$ cat config.mk
export PLATFORM = sky130hd
export DESIGN_NAME = apb_motor_ctrl_n
export DESIGN_NICKNAME = d
export VERILOG_FILES = /design/src/rtl/apb_motor_ctrl_n.sv
export SDC_FILE = /design/constraint.sdc
export NUM_CORES = 1
export LEC_CHECK = 0
export ABC_AREA = 1
export CORE_MARGIN = 1.5
export CORE_UTILIZATION = 50
export DETAILED_ROUTE_END_ITERATION = 6
export PLACE_DENSITY_LB_ADDON = 0.12
export SETUP_SLACK_MARGIN = 0.3
export SLEW_MARGIN = 25
export SYNTH_ARGS = -nofsm -noshare
export SYNTH_HDL_FRONTEND = slang
export SYNTH_SLANG_ARGS = --single-unit
$ cat constraint.sdc
create_clock -name PCLK -period 8.8 [get_ports PCLK]
set_input_delay 1.76 -clock PCLK [delete_from_list [all_inputs] [get_ports PCLK]]
set_output_delay 1.76 -clock PCLK [all_outputs]
set_load 0.005 [all_outputs]
$ cat src/rtl/apb_motor_ctrl_n.sv
// APB3 slave for NUM_CH DC motor channels: shadowed PWM, registered H-bridge
// drive and a x4 quadrature encoder counter with illegal-transition flag.
module apb_motor_ctrl_n #(
  parameter int NUM_CH    = 2,
  parameter int PWM_WIDTH = 16,
  parameter int ENC_WIDTH = 32
) (
  input  logic                PCLK,
  input  logic                PRESERN,
  input  logic                PSEL,
  input  logic                PENABLE,
  input  logic                PWRITE,
  input  logic [7:0]          PADDR,
  input  logic [31:0]         PWDATA,
  output logic [31:0]         PRDATA,
  output logic                PREADY,
  output logic                PSLVERR,
  input  logic [NUM_CH-1:0]   enc_a,
  input  logic [NUM_CH-1:0]   enc_b,
  output logic [NUM_CH-1:0]   pwm,
  output logic [2*NUM_CH-1:0] in_ab
);
  logic                    ch_ok;
  logic                    wr_en;
  logic                    unused;
  logic [NUM_CH:0][31:0]   rd_chain;

  assign ch_ok    = {28'd0, PADDR[7:4]} < 32'(NUM_CH);
  assign wr_en    = PSEL & PENABLE & PWRITE & ch_ok;
  assign PREADY   = 1'b1;
  assign PSLVERR  = PSEL & PENABLE & ~ch_ok;
  assign unused   = ^{PADDR[1:0], PWDATA};

  // At most one channel matches the address, so read data is an OR chain.
  assign rd_chain[0] = '0;
  assign PRDATA      = PSEL ? rd_chain[NUM_CH] : 32'd0;

  function automatic logic [1:0] gray_next(input logic [1:0] s);
    case (s)
      2'b00:   gray_next = 2'b01;
      2'b01:   gray_next = 2'b11;
      2'b11:   gray_next = 2'b10;
      default: gray_next = 2'b00;
    endcase
  endfunction

  for (genvar gi = 0; gi < NUM_CH; gi++) begin : g_ch
    logic                 en_reg;
    logic                 err_reg;
    logic [1:0]           mode_reg;
    logic [1:0]           in_ab_reg;
    logic [PWM_WIDTH-1:0] period_reg;
    logic [PWM_WIDTH-1:0] duty_reg;
    logic [PWM_WIDTH-1:0] cnt_reg;
    logic [PWM_WIDTH-1:0] per_act_reg;
    logic [PWM_WIDTH-1:0] duty_act_reg;
    logic [ENC_WIDTH-1:0] count_reg;
    logic [1:0]           sync1_reg;
    logic [1:0]           sync2_reg;
    logic [1:0]           prev_reg;
    logic                 hit;
    logic                 wr_ctrl;
    logic                 wr_per;
    logic                 wr_duty;
    logic                 wr_cnt;
    logic                 step_up;
    logic                 step_dn;
    logic                 step_err;
    logic                 boundary;
    logic [31:0]          rdata;

    assign hit     = PADDR[7:4] == 4'(gi);
    assign wr_ctrl = wr_en && hit && (PADDR[3:2] == 2'd0);
    assign wr_per  = wr_en && hit && (PADDR[3:2] == 2'd1);
    assign wr_duty = wr_en && hit && (PADDR[3:2] == 2'd2);
    assign wr_cnt  = wr_en && hit && (PADDR[3:2] == 2'd3);

    assign step_up  = sync2_reg == gray_next(prev_reg);
    assign step_dn  = prev_reg == gray_next(sync2_reg);
    assign step_err = sync2_reg == ~prev_reg;

    // A zero period is a boundary every cycle so a later non-zero PERIOD is picked up.
    assign boundary = (per_act_reg == '0) || (cnt_reg == per_act_reg - PWM_WIDTH'(1));

    always_ff @(posedge PCLK or negedge PRESERN) begin
      if (!PRESERN) begin
        en_reg       <= 1'b0;
        err_reg      <= 1'b0;
        mode_reg     <= '0;
        in_ab_reg    <= '0;
        period_reg   <= '0;
        duty_reg     <= '0;
        cnt_reg      <= '0;
        per_act_reg  <= '0;
        duty_act_reg <= '0;
        count_reg    <= '0;
        sync1_reg    <= '0;
        sync2_reg    <= '0;
        prev_reg     <= '0;
      end else begin
        sync1_reg <= {enc_a[gi], enc_b[gi]};
        sync2_reg <= sync1_reg;
        prev_reg  <= sync2_reg;

        if (wr_cnt)       count_reg <= PWDATA[ENC_WIDTH-1:0];
        else if (step_up) count_reg <= count_reg + ENC_WIDTH'(1);
        else if (step_dn) count_reg <= count_reg - ENC_WIDTH'(1);

        if (step_err)                  err_reg <= 1'b1;
        else if (wr_ctrl && PWDATA[8]) err_reg <= 1'b0;

        if (wr_ctrl) begin
          en_reg   <= PWDATA[0];
          mode_reg <= PWDATA[2:1];
        end
        if (wr_per)  period_reg <= PWDATA[PWM_WIDTH-1:0];
        if (wr_duty) duty_reg   <= PWDATA[PWM_WIDTH-1:0];

        if (!en_reg || boundary) begin
          cnt_reg      <= '0;
          per_act_reg  <= period_reg;
          duty_act_reg <= duty_reg;
        end else begin
          cnt_reg <= cnt_reg + PWM_WIDTH'(1);
        end

        in_ab_reg <= en_reg ? {mode_reg[0], mode_reg[1]} : 2'b00;
      end
    end

    assign pwm[gi]            = en_reg && (per_act_reg != '0) && (cnt_reg < duty_act_reg);
    assign in_ab[2*gi+1:2*gi] = in_ab_reg;

    always_comb begin
      rdata = '0;
      case (PADDR[3:2])
        2'd0:    rdata = {23'd0, err_reg, 5'd0, mode_reg, en_reg};
        2'd1:    rdata = 32'(period_reg);
        2'd2:    rdata = 32'(duty_reg);
        default: rdata = 32'($signed(count_reg));
      endcase
    end

    assign rd_chain[gi+1] = rd_chain[gi] | (hit ? rdata : 32'd0);
  end
endmodule

# --- Yosys cells after proc, flatten, opt, wreduce, memory -nomap -nowiden ---
# Index checks and enable logic that the tools add are counted.
# W data, S select, Z words.
totals:
  ff_bits: 248
  latch_bits: 0
  ram_bits: 0
  mem_bits_ro: 0
  input_bits: 49
  output_inout_bits: 40
  elab_cells: 124
  mem_count: 0
classes:
  n_addsub: 8
  n_mul: 0
  div_mod_pow: 0
  n_lt_le_gt_ge: 3
  n_eq_ne: 20
  n_shift: 0
  mux: 23
  bitwise: 8
  n_reduce_logical: 36
ops:
  columns: ["op", "n"]
  rows:
  - ["$mux W32", 9]
  - ["$pmux W32 S3", 2]
  - ["$add A32 B1 Y32 const B", 2]
  - ["$sub A32 B1 Y32 const B", 2]
  - ["$add A16 B1 Y16 const B", 2]
  - ["$eq A16 B16 Y1", 2]
  - ["$logic_not A16 Y1", 2]
  - ["$lt A16 B16 Y1", 2]
  - ["$mux W16", 2]
  - ["$or A32 B32 Y32", 1]
  - ["$reduce_bool A16 Y1", 2]
  - ["$sub A16 B1 Y16 const B", 2]
  - ["$pmux W2 S3", 4]
  - ["$logic_and A1 B1 Y1", 16]
  - ["$eq A2 B2 Y1", 6]
  - ["$eq A2 B2 Y1 const B", 6]
  - ["$eq A2 B1 Y1 const B", 5]
  - ["$logic_not A2 Y1", 5]
  - ["$reduce_bool A3 Y1", 2]
  - ["$and A1 B1 Y1", 4]
  - ["$eq A4 B1 Y1 const B", 1]
  - ["$logic_not A4 Y1", 1]
  - ["$logic_or A1 B1 Y1", 4]
  - ["$lt A4 B2 Y1 const B", 1]
  - ["6 further kinds", 13]

# --- Logic depth before layout (Yosys ltp) ---
logic_depth:
  word_depth: 8
  mapped_depth: 19
  depth_no_buf: 18

# --- Worst setup path before layout ---
# No wires, ideal clock.
synth_timing:
  path_type: "input port to output port"
  from: "in PADDR[7]"
  to: "out PRDATA[21]"
  arrival_ns: 2.937
  t_required_ns: 7.040
  setup_slack_ns: 4.103
  stages: 7
  path_buffers: 2
  path_cell_list: "nor2_1 -> nand2_1 -> nor2_1 -> clkbuf_1 -> clkbuf_1 -> nand2_1 -> a21oi_1"
synth_via:
  elab_chain_len: 4
  word_cells_on_any_way: 6
  cone_classes: "eq/ne: 1; mux: 3; bitwise: 1; reduce/logical: 1"
synth_lines:
  columns: ["item", "line", "source"]
  rows:
  - ["start, declared", "13", "input logic [7:0] PADDR,"]
  - ["$eq A4 B1 Y1 / $logic_not A4 Y1 (equally long branches)", "72", "assign hit = PADDR[7:4] == 4'(gi);"]
  - ["$mux W32", "144", "assign rd_chain[gi+1] = rd_chain[gi] | (hit ? rdata : 32'd0);"]
  - ["$or A32 B32 Y32 *", "144", null]
  - ["$mux W32 *", "36", "assign PRDATA = PSEL ? rd_chain[NUM_CH] : 32'd0;"]
  - ["end, declared", "15", "output logic [31:0] PRDATA,"]
# Every way passes the cells marked *; elsewhere a longest branch is shown, timed or not.

# --- Worst setup path in the final report ---
layout_timing:
  from: "in PADDR[2]"
  to: "out PRDATA[1]"
layout_via:
  elab_chain_len: 5
  word_cells_on_any_way: 9
  cone_classes: "eq/ne: 2; mux: 5; bitwise: 1; reduce/logical: 1"
layout_lines:
  columns: ["item", "line", "source"]
  rows:
  - ["$eq A2 B2 Y1 (tied with other cells)", "136", "case (PADDR[3:2])"]
  - ["$pmux W32 S3", "136", null]
  - ["$mux W32", "144", null]
  - ["$or A32 B32 Y32 *", "144", null]
  - ["$mux W32 *", "36", null]
# Marks and branches as above.

==> results.toml <==
[floorplan]
die_area_mm2 = 0.03523
rows = 67
core_area_mm2 = 0.03353
ios = 89
die_h_um = 187.7
die_w_um = 187.7
start_util_pct = 50.87

[clock_network]
cts_made_buffers = 29
cts_resized = 0
insertion_delay_ns = 0.58
h-tree-depth = 1
cts.sink_count = 248
clockBufferDepth = 3
cts_setup_buffers = 0
cts_root_buf = "clkbuf_16"
path_clk_slew_ns = 0.05
cts_hold_buf = 0
cts_tree = "done"

[outcome]
status = "finished clean"

[placement]
dp_hpwl_um = 42490
port_buffers = 85
place.gp.congestion = 0.9645

[timing]
fin_crit_sh_pct = 76.13
maxSlewViolCount = 0
hold_violations = 0
setup_viol_count_final = 0
slew_headroom_pct = 31.94
max_freq_mhz = 149.3
tightest_slew_ns = 1.018
post-route-min-period_ns = 6.699
fin_setup_tns_ns = 0
skew_ns = 0.01063
rsz0062_at_grt = "no"

[yosys]
ys_types = 48
yosysWarnings = 0
syn_nets = 2567
syn_area_mm2 = 0.01706
synthCells = 2419
synthArstFlopShare_pct = 100.0
ys_seq_elements = 248
synth.avg_cell_area_um2 = 7.051
ys_seq_area_share_pct = 36.38
dominantRegCellSynth = "dfrtp_1"
synth_edf_count = 0

[worst_setup_path]
end_kind = "output pin"
cp.required_ns = 7.04
critPathLaunchType = "primary input"
cp_max_fo = 28
path_class = "in -> out"
cp.arrival_ns = 4.94

[routing]
viasPerCell = 5.584
drt_pass1_iterations = 6
num_vias = 16418
drc = 0
dr.first_iter.drc_count = 1217
routedWlPerCell_um = 18.77
totalWireLength_um = 55200
drtAntennaViolNets = 0

[global_routing]
grt_pass1_wl_um = 88240
grt_pass1_vias = 16097
track_usage_pct = 31.67
gr-total-overflow = 0
grt_antenna_before_repair = 2
grt_max_degree = 129

[pwr]
power.density_mw_per_mm2 = 279.2
sequentialPowerShare_pct = 29.2
leakage_nw = 9.340
power.total_mw = 5.391
clockPowerShare_pct = 25.5
swShare_pct = 43.39
vdd_drop_max_v = 0.0001757
pwr-share-comb_pct = 45.3
power_switching_mw = 2.339
p_int_mw = 3.052

[min_path]
hold_class = "reg -> reg"

[finish]
layout_common_cells = "nand2_1, dfrtp_1, inv_1"
n_fill_cell = 3181
final_nets = 2616
largest_reg_flops = 64
area_growth_pct = 13.21
drive_above_1_share_pct = 4.257
mostFrequentLayoutCell = "nand2_1"

[run]
maxCapViolCount = 0
[final timing paths]
check	startpoint	end	slack [ns]	depth (start not counted)
worst max-delay path	PADDR[2]	PRDATA[1]	2.10	7
worst min-delay path	g_ch[1].sync1_reg[1]	g_ch[1].sync2_reg[1]	0.35	0
worst max register to register	g_ch[0].per_act_reg[0]	g_ch[0].duty_act_reg[11]	5.26	15
worst min register to register	g_ch[1].sync1_reg[1]	g_ch[1].sync2_reg[1]	0.35	0
max in group asynchronous	PRESERN	g_ch[1].count_reg[29]	6.37	2
min in group asynchronous	PRESERN	g_ch[0].cnt_reg[1]	1.20	1
[worst max-delay path, stage by stage]
cell and delay (ns):
clkdlybuf4s50_1 0.95, nor2_1 0.93, nand2_1 0.12, nand3_1 0.15, o211ai_1 0.10, a21oi_1 0.35
clkdlybuf4s50_1 0.57
[power groups by stage]
stage | registers [mW] | clock network [mW] | logic [mW]
detailed placement | 1.59 | 0 | 2.42
finish | 1.57 | 1.38 | 2.44
CTS | 1.57 | 1.39 | 2.43
floorplan | 1.46 | 0 | 1.82
global placement | 1.59 | 0 | 2.38
global route | 1.58 | 1.44 | 2.78
[stage by stage]
| step | cell area, um2 | cells | utilization, % | setup slack, ns | hold WS [ns] |
|---|---|---|---|---|---|
| 2_1_floorplan | 17060 | 2419 | - | 4.103 | 0.3312 |
| 3_3_place_gp | 18200 | 2885 | 54.27 | 2.195 | 0.3344 |
| 3_5_place_dp | 18200 | 2885 | 54.27 | 2.200 | 0.3347 |
| 4_1_cts | 19290 | 2938 | 57.54 | 2.182 | 0.3477 |
| 5_1_grt | 19300 | 2938 | 57.57 | 1.969 | 0.3525 |
| 6_report | 19310 | 2940 | 57.59 | 2.101 | 0.3466 |
[cell families after synthesis]
group                    after synthesis  synth area share (%)
AND/OR/NAND/NOR                     1228                 29.99
XOR/XNOR                              75                 4.093
adder cells (fa/ha/maj)               99                 7.350
flip-flops                           248                 36.38
buffers and inverters                332                 7.754
AO/OA/AOI/OAI                        436                 14.41
other                                  1               0.02199
[per-layer routing]
metal | up-vias | wire length (um) | part of all wire (%) | GRT usage [%]
li1 | 8058 | - | - | -
met1 | 7703 | 22840 | 41 | 38.81
met2 | 499 | 26020 | 47 | 53.93
met3 | 156 | 2966 | 5.4 | 4.754
met4 | 2 | 3353 | 6.1 | 16.58
met5 | - | 17 | 0.031 | 0
[Yosys cell counts (2+ instances only)]
cell type	count	share of area, %
nand2_1	706	16
dfrtp_1	248	36
inv_1	245	5.4
nor2_1	225	5.0
nand3_1	196	5.8
o21ai_0	161	4.7
a21oi_1	157	4.6
ha_1	97	7.1
clkbuf_1	51	1.1
xor2_1	38	2.0
o22ai_1	37	1.4
xnor2_1	34	1.7
nand4_1	31	1.1
nor3_1	30	0.88
o21bai_1	20	0.88
o211ai_1	18	0.79
nor2_2	13	0.48
buf_2	12	0.35
inv_2	10	0.22
o21a_1	10	0.44
a221o_1	8	0.47
a21o_1	7	0.31
a221oi_1	5	0.26
nand2_2	5	0.18
buf_1	4	0.088
buf_4	4	0.18
nor2_4	4	0.26
nor4_1	4	0.15
o221ai_1	4	0.21
buf_6	3	0.20
nand3b_1	3	0.13
o21ai_1	3	0.088
o31ai_1	3	0.13
or2_2	3	0.11
xnor3_1	3	0.40
and3_1	2	0.073
buf_8	2	0.18
fa_1	2	0.23
nand3_2	2	0.12
[cell type report]
class	instances	area, um2	share of cell area (%)
diodes	2	5.005	0.02592
flip-flops and latches	248	6206	32.14
well taps	448	560.5	2.903
clock inverters	16	290.3	1.503
repair buffers	94	935.9	4.847
clock buffers	37	805.8	4.173
multi-input cells	1839	9544	49.43
inverters	256	962.2	4.983
(Power assumes the default switching activity.)
==> RTL edit, RTL diff (config.mk and constraints unchanged) <==
The parameter `PWM_WIDTH` goes from 16 to 12.
--- a/src/rtl/apb_motor_ctrl_n.sv
+++ b/src/rtl/apb_motor_ctrl_n.sv
@@ -4,3 +4,3 @@
   parameter int NUM_CH    = 2,
-  parameter int PWM_WIDTH = 16,
+  parameter int PWM_WIDTH = 12,
   parameter int ENC_WIDTH = 32
Check against the original RTL: not equivalent (a bounded check fails within 4 cycles, from zero or initial values).
==> RTL edit against the unedited design <==
- critical path depth is the same
- worst setup slack gained 210 ps
- total power shrank 11%
- first-iteration DRC count shrank 8.7%
- worst hold slack lost 1.9 ps
- largest cell class unchanged
- sequential cell count shrank 40
- area after synthesis shrank 12%
- synthesized cell count shrank 11%
- highest routed layer unchanged
- cell area shrank 13%
- count of clock-buffer cells in the layout shrank 1
- maximum frequency grew 3.2%
- sequential share of layout area shrank 1.3 points
- routed wire length shrank 16%
==> RTL edit: results (changes against the unedited design) <==
metric;value;unit;change
Detail Route met2 WL;21850;um;-16%
Post-Route Skew;14.68;ps;+4.052 ps
placer congestion estimate;0.9485;;-1.7%
Met1 Wirelength;19460;um;-15%
top cells by count, synth;657 x nand2_1, 225 x inv_1, 208 x dfrtp_1;;
Fill cells;2861;;-10%
worst skew pair latency;550;ps;-30 ps
Pint;0.002626;W;-14%
Post-Synthesis Cells;2146;;-11%
Via density;5.522;;-1.1%
Worst VDD drop;262.6;uV;+49%
global-route wire length before repair;73500;um;-17%
max_slew headroom;0.3895;;+0.07005
Met3 Wirelength;2867;um;-3.3%
largest net degree at the start of global routing;109;;-16%
dpl hpwl;35690;um;-16%
worst hold slack;344.7;ps;-1.917 ps
Worst Reg2Reg Path Length in Cells;16;;+1
number of global-route vias before repair;13787;;-14%
sequential share of the synthesized area;0.3486;;-0.01530
R2R Setup Slk;5540;ps;+280 ps
vias;14452;;-12%
run status;finished, final reports clean;;
initial DRC count;1111;;-8.7%
Num CTS Buffers;25;;-14%
Pleak;8.246;nW;-12%
Placed Area;16050;um2;-12%
Crit path largest cell delay;560;ps;-390 ps
## RTL edit: logic make-up (layout without fill, tap and decap cells)
group	Yosys count	count (layout)	synth area share
other	1	2	0.0002511
AOI/OAI and AO/OA	389	389	0.1480
xor gates and xnor gates	61	61	0.03678
buffers and inverters	296	376	0.08044
DFF	208	208	0.3486
and+or+nand+nor	1102	1102	0.3104
adders and majority gates	89	89	0.07558
## RTL edit: worst max-delay path by stage
stage | endpoint | slack (ps) | depth (start not counted)
final | PRDATA[16] | 2310 | 7
after detailed placement | PRDATA[16] | 2410 | 7
after CTS | PRDATA[16] | 2400 | 7
after global placement | PRDATA[18] | 2450 | 7
after floorplan | PRDATA[21] | 4180 | 7
after global routing | PRDATA[20] | 2120 | 7
## RTL edit: layout make-up
cell class / count / area, um2 / share of cell area
clock buffers: 36 / 726.9 / 0.04304
clock inverters: 8 / 113.9 / 0.006741
flip-flops and latches: 208 / 5205 / 0.3081
inverters: 236 / 887.1 / 0.05252
well taps: 390 / 488.0 / 0.02889
multi-input cells: 1642 / 8529 / 0.5050
diodes: 1 / 2.502 / 0.0001481
repair buffers: 96 / 938.4 / 0.05556
## RTL edit: power groups by stage
stage          logic, W  clock network (W)  registers [W]
2_1_floorplan   0.00180                  0        0.00126
3_3_place_gp    0.00234                  0        0.00137
3_5_place_dp    0.00237                  0        0.00136
4_1_cts         0.00238            0.00108        0.00135
5_1_grt         0.00270            0.00112        0.00136
6_report        0.00240            0.00106        0.00136
## RTL edit: layer usage
metal / vias to the layer above / GRT usage
li1: 7195 / -
met1: 6690 / 0.3706
met2: 428 / 0.5137
met3: 133 / 0.05455
met4: 6 / 0.1410
met5: - / 0
## RTL edit: metrics by stage
stage | util | setup slack, ps
3_3_place_gp | 0.5444 | 2450
4_1_cts | 0.5729 | 2397
2_1_floorplan | - | 4180
6_report | 0.5730 | 2311
5_1_grt | 0.5729 | 2124
3_5_place_dp | 0.5444 | 2414
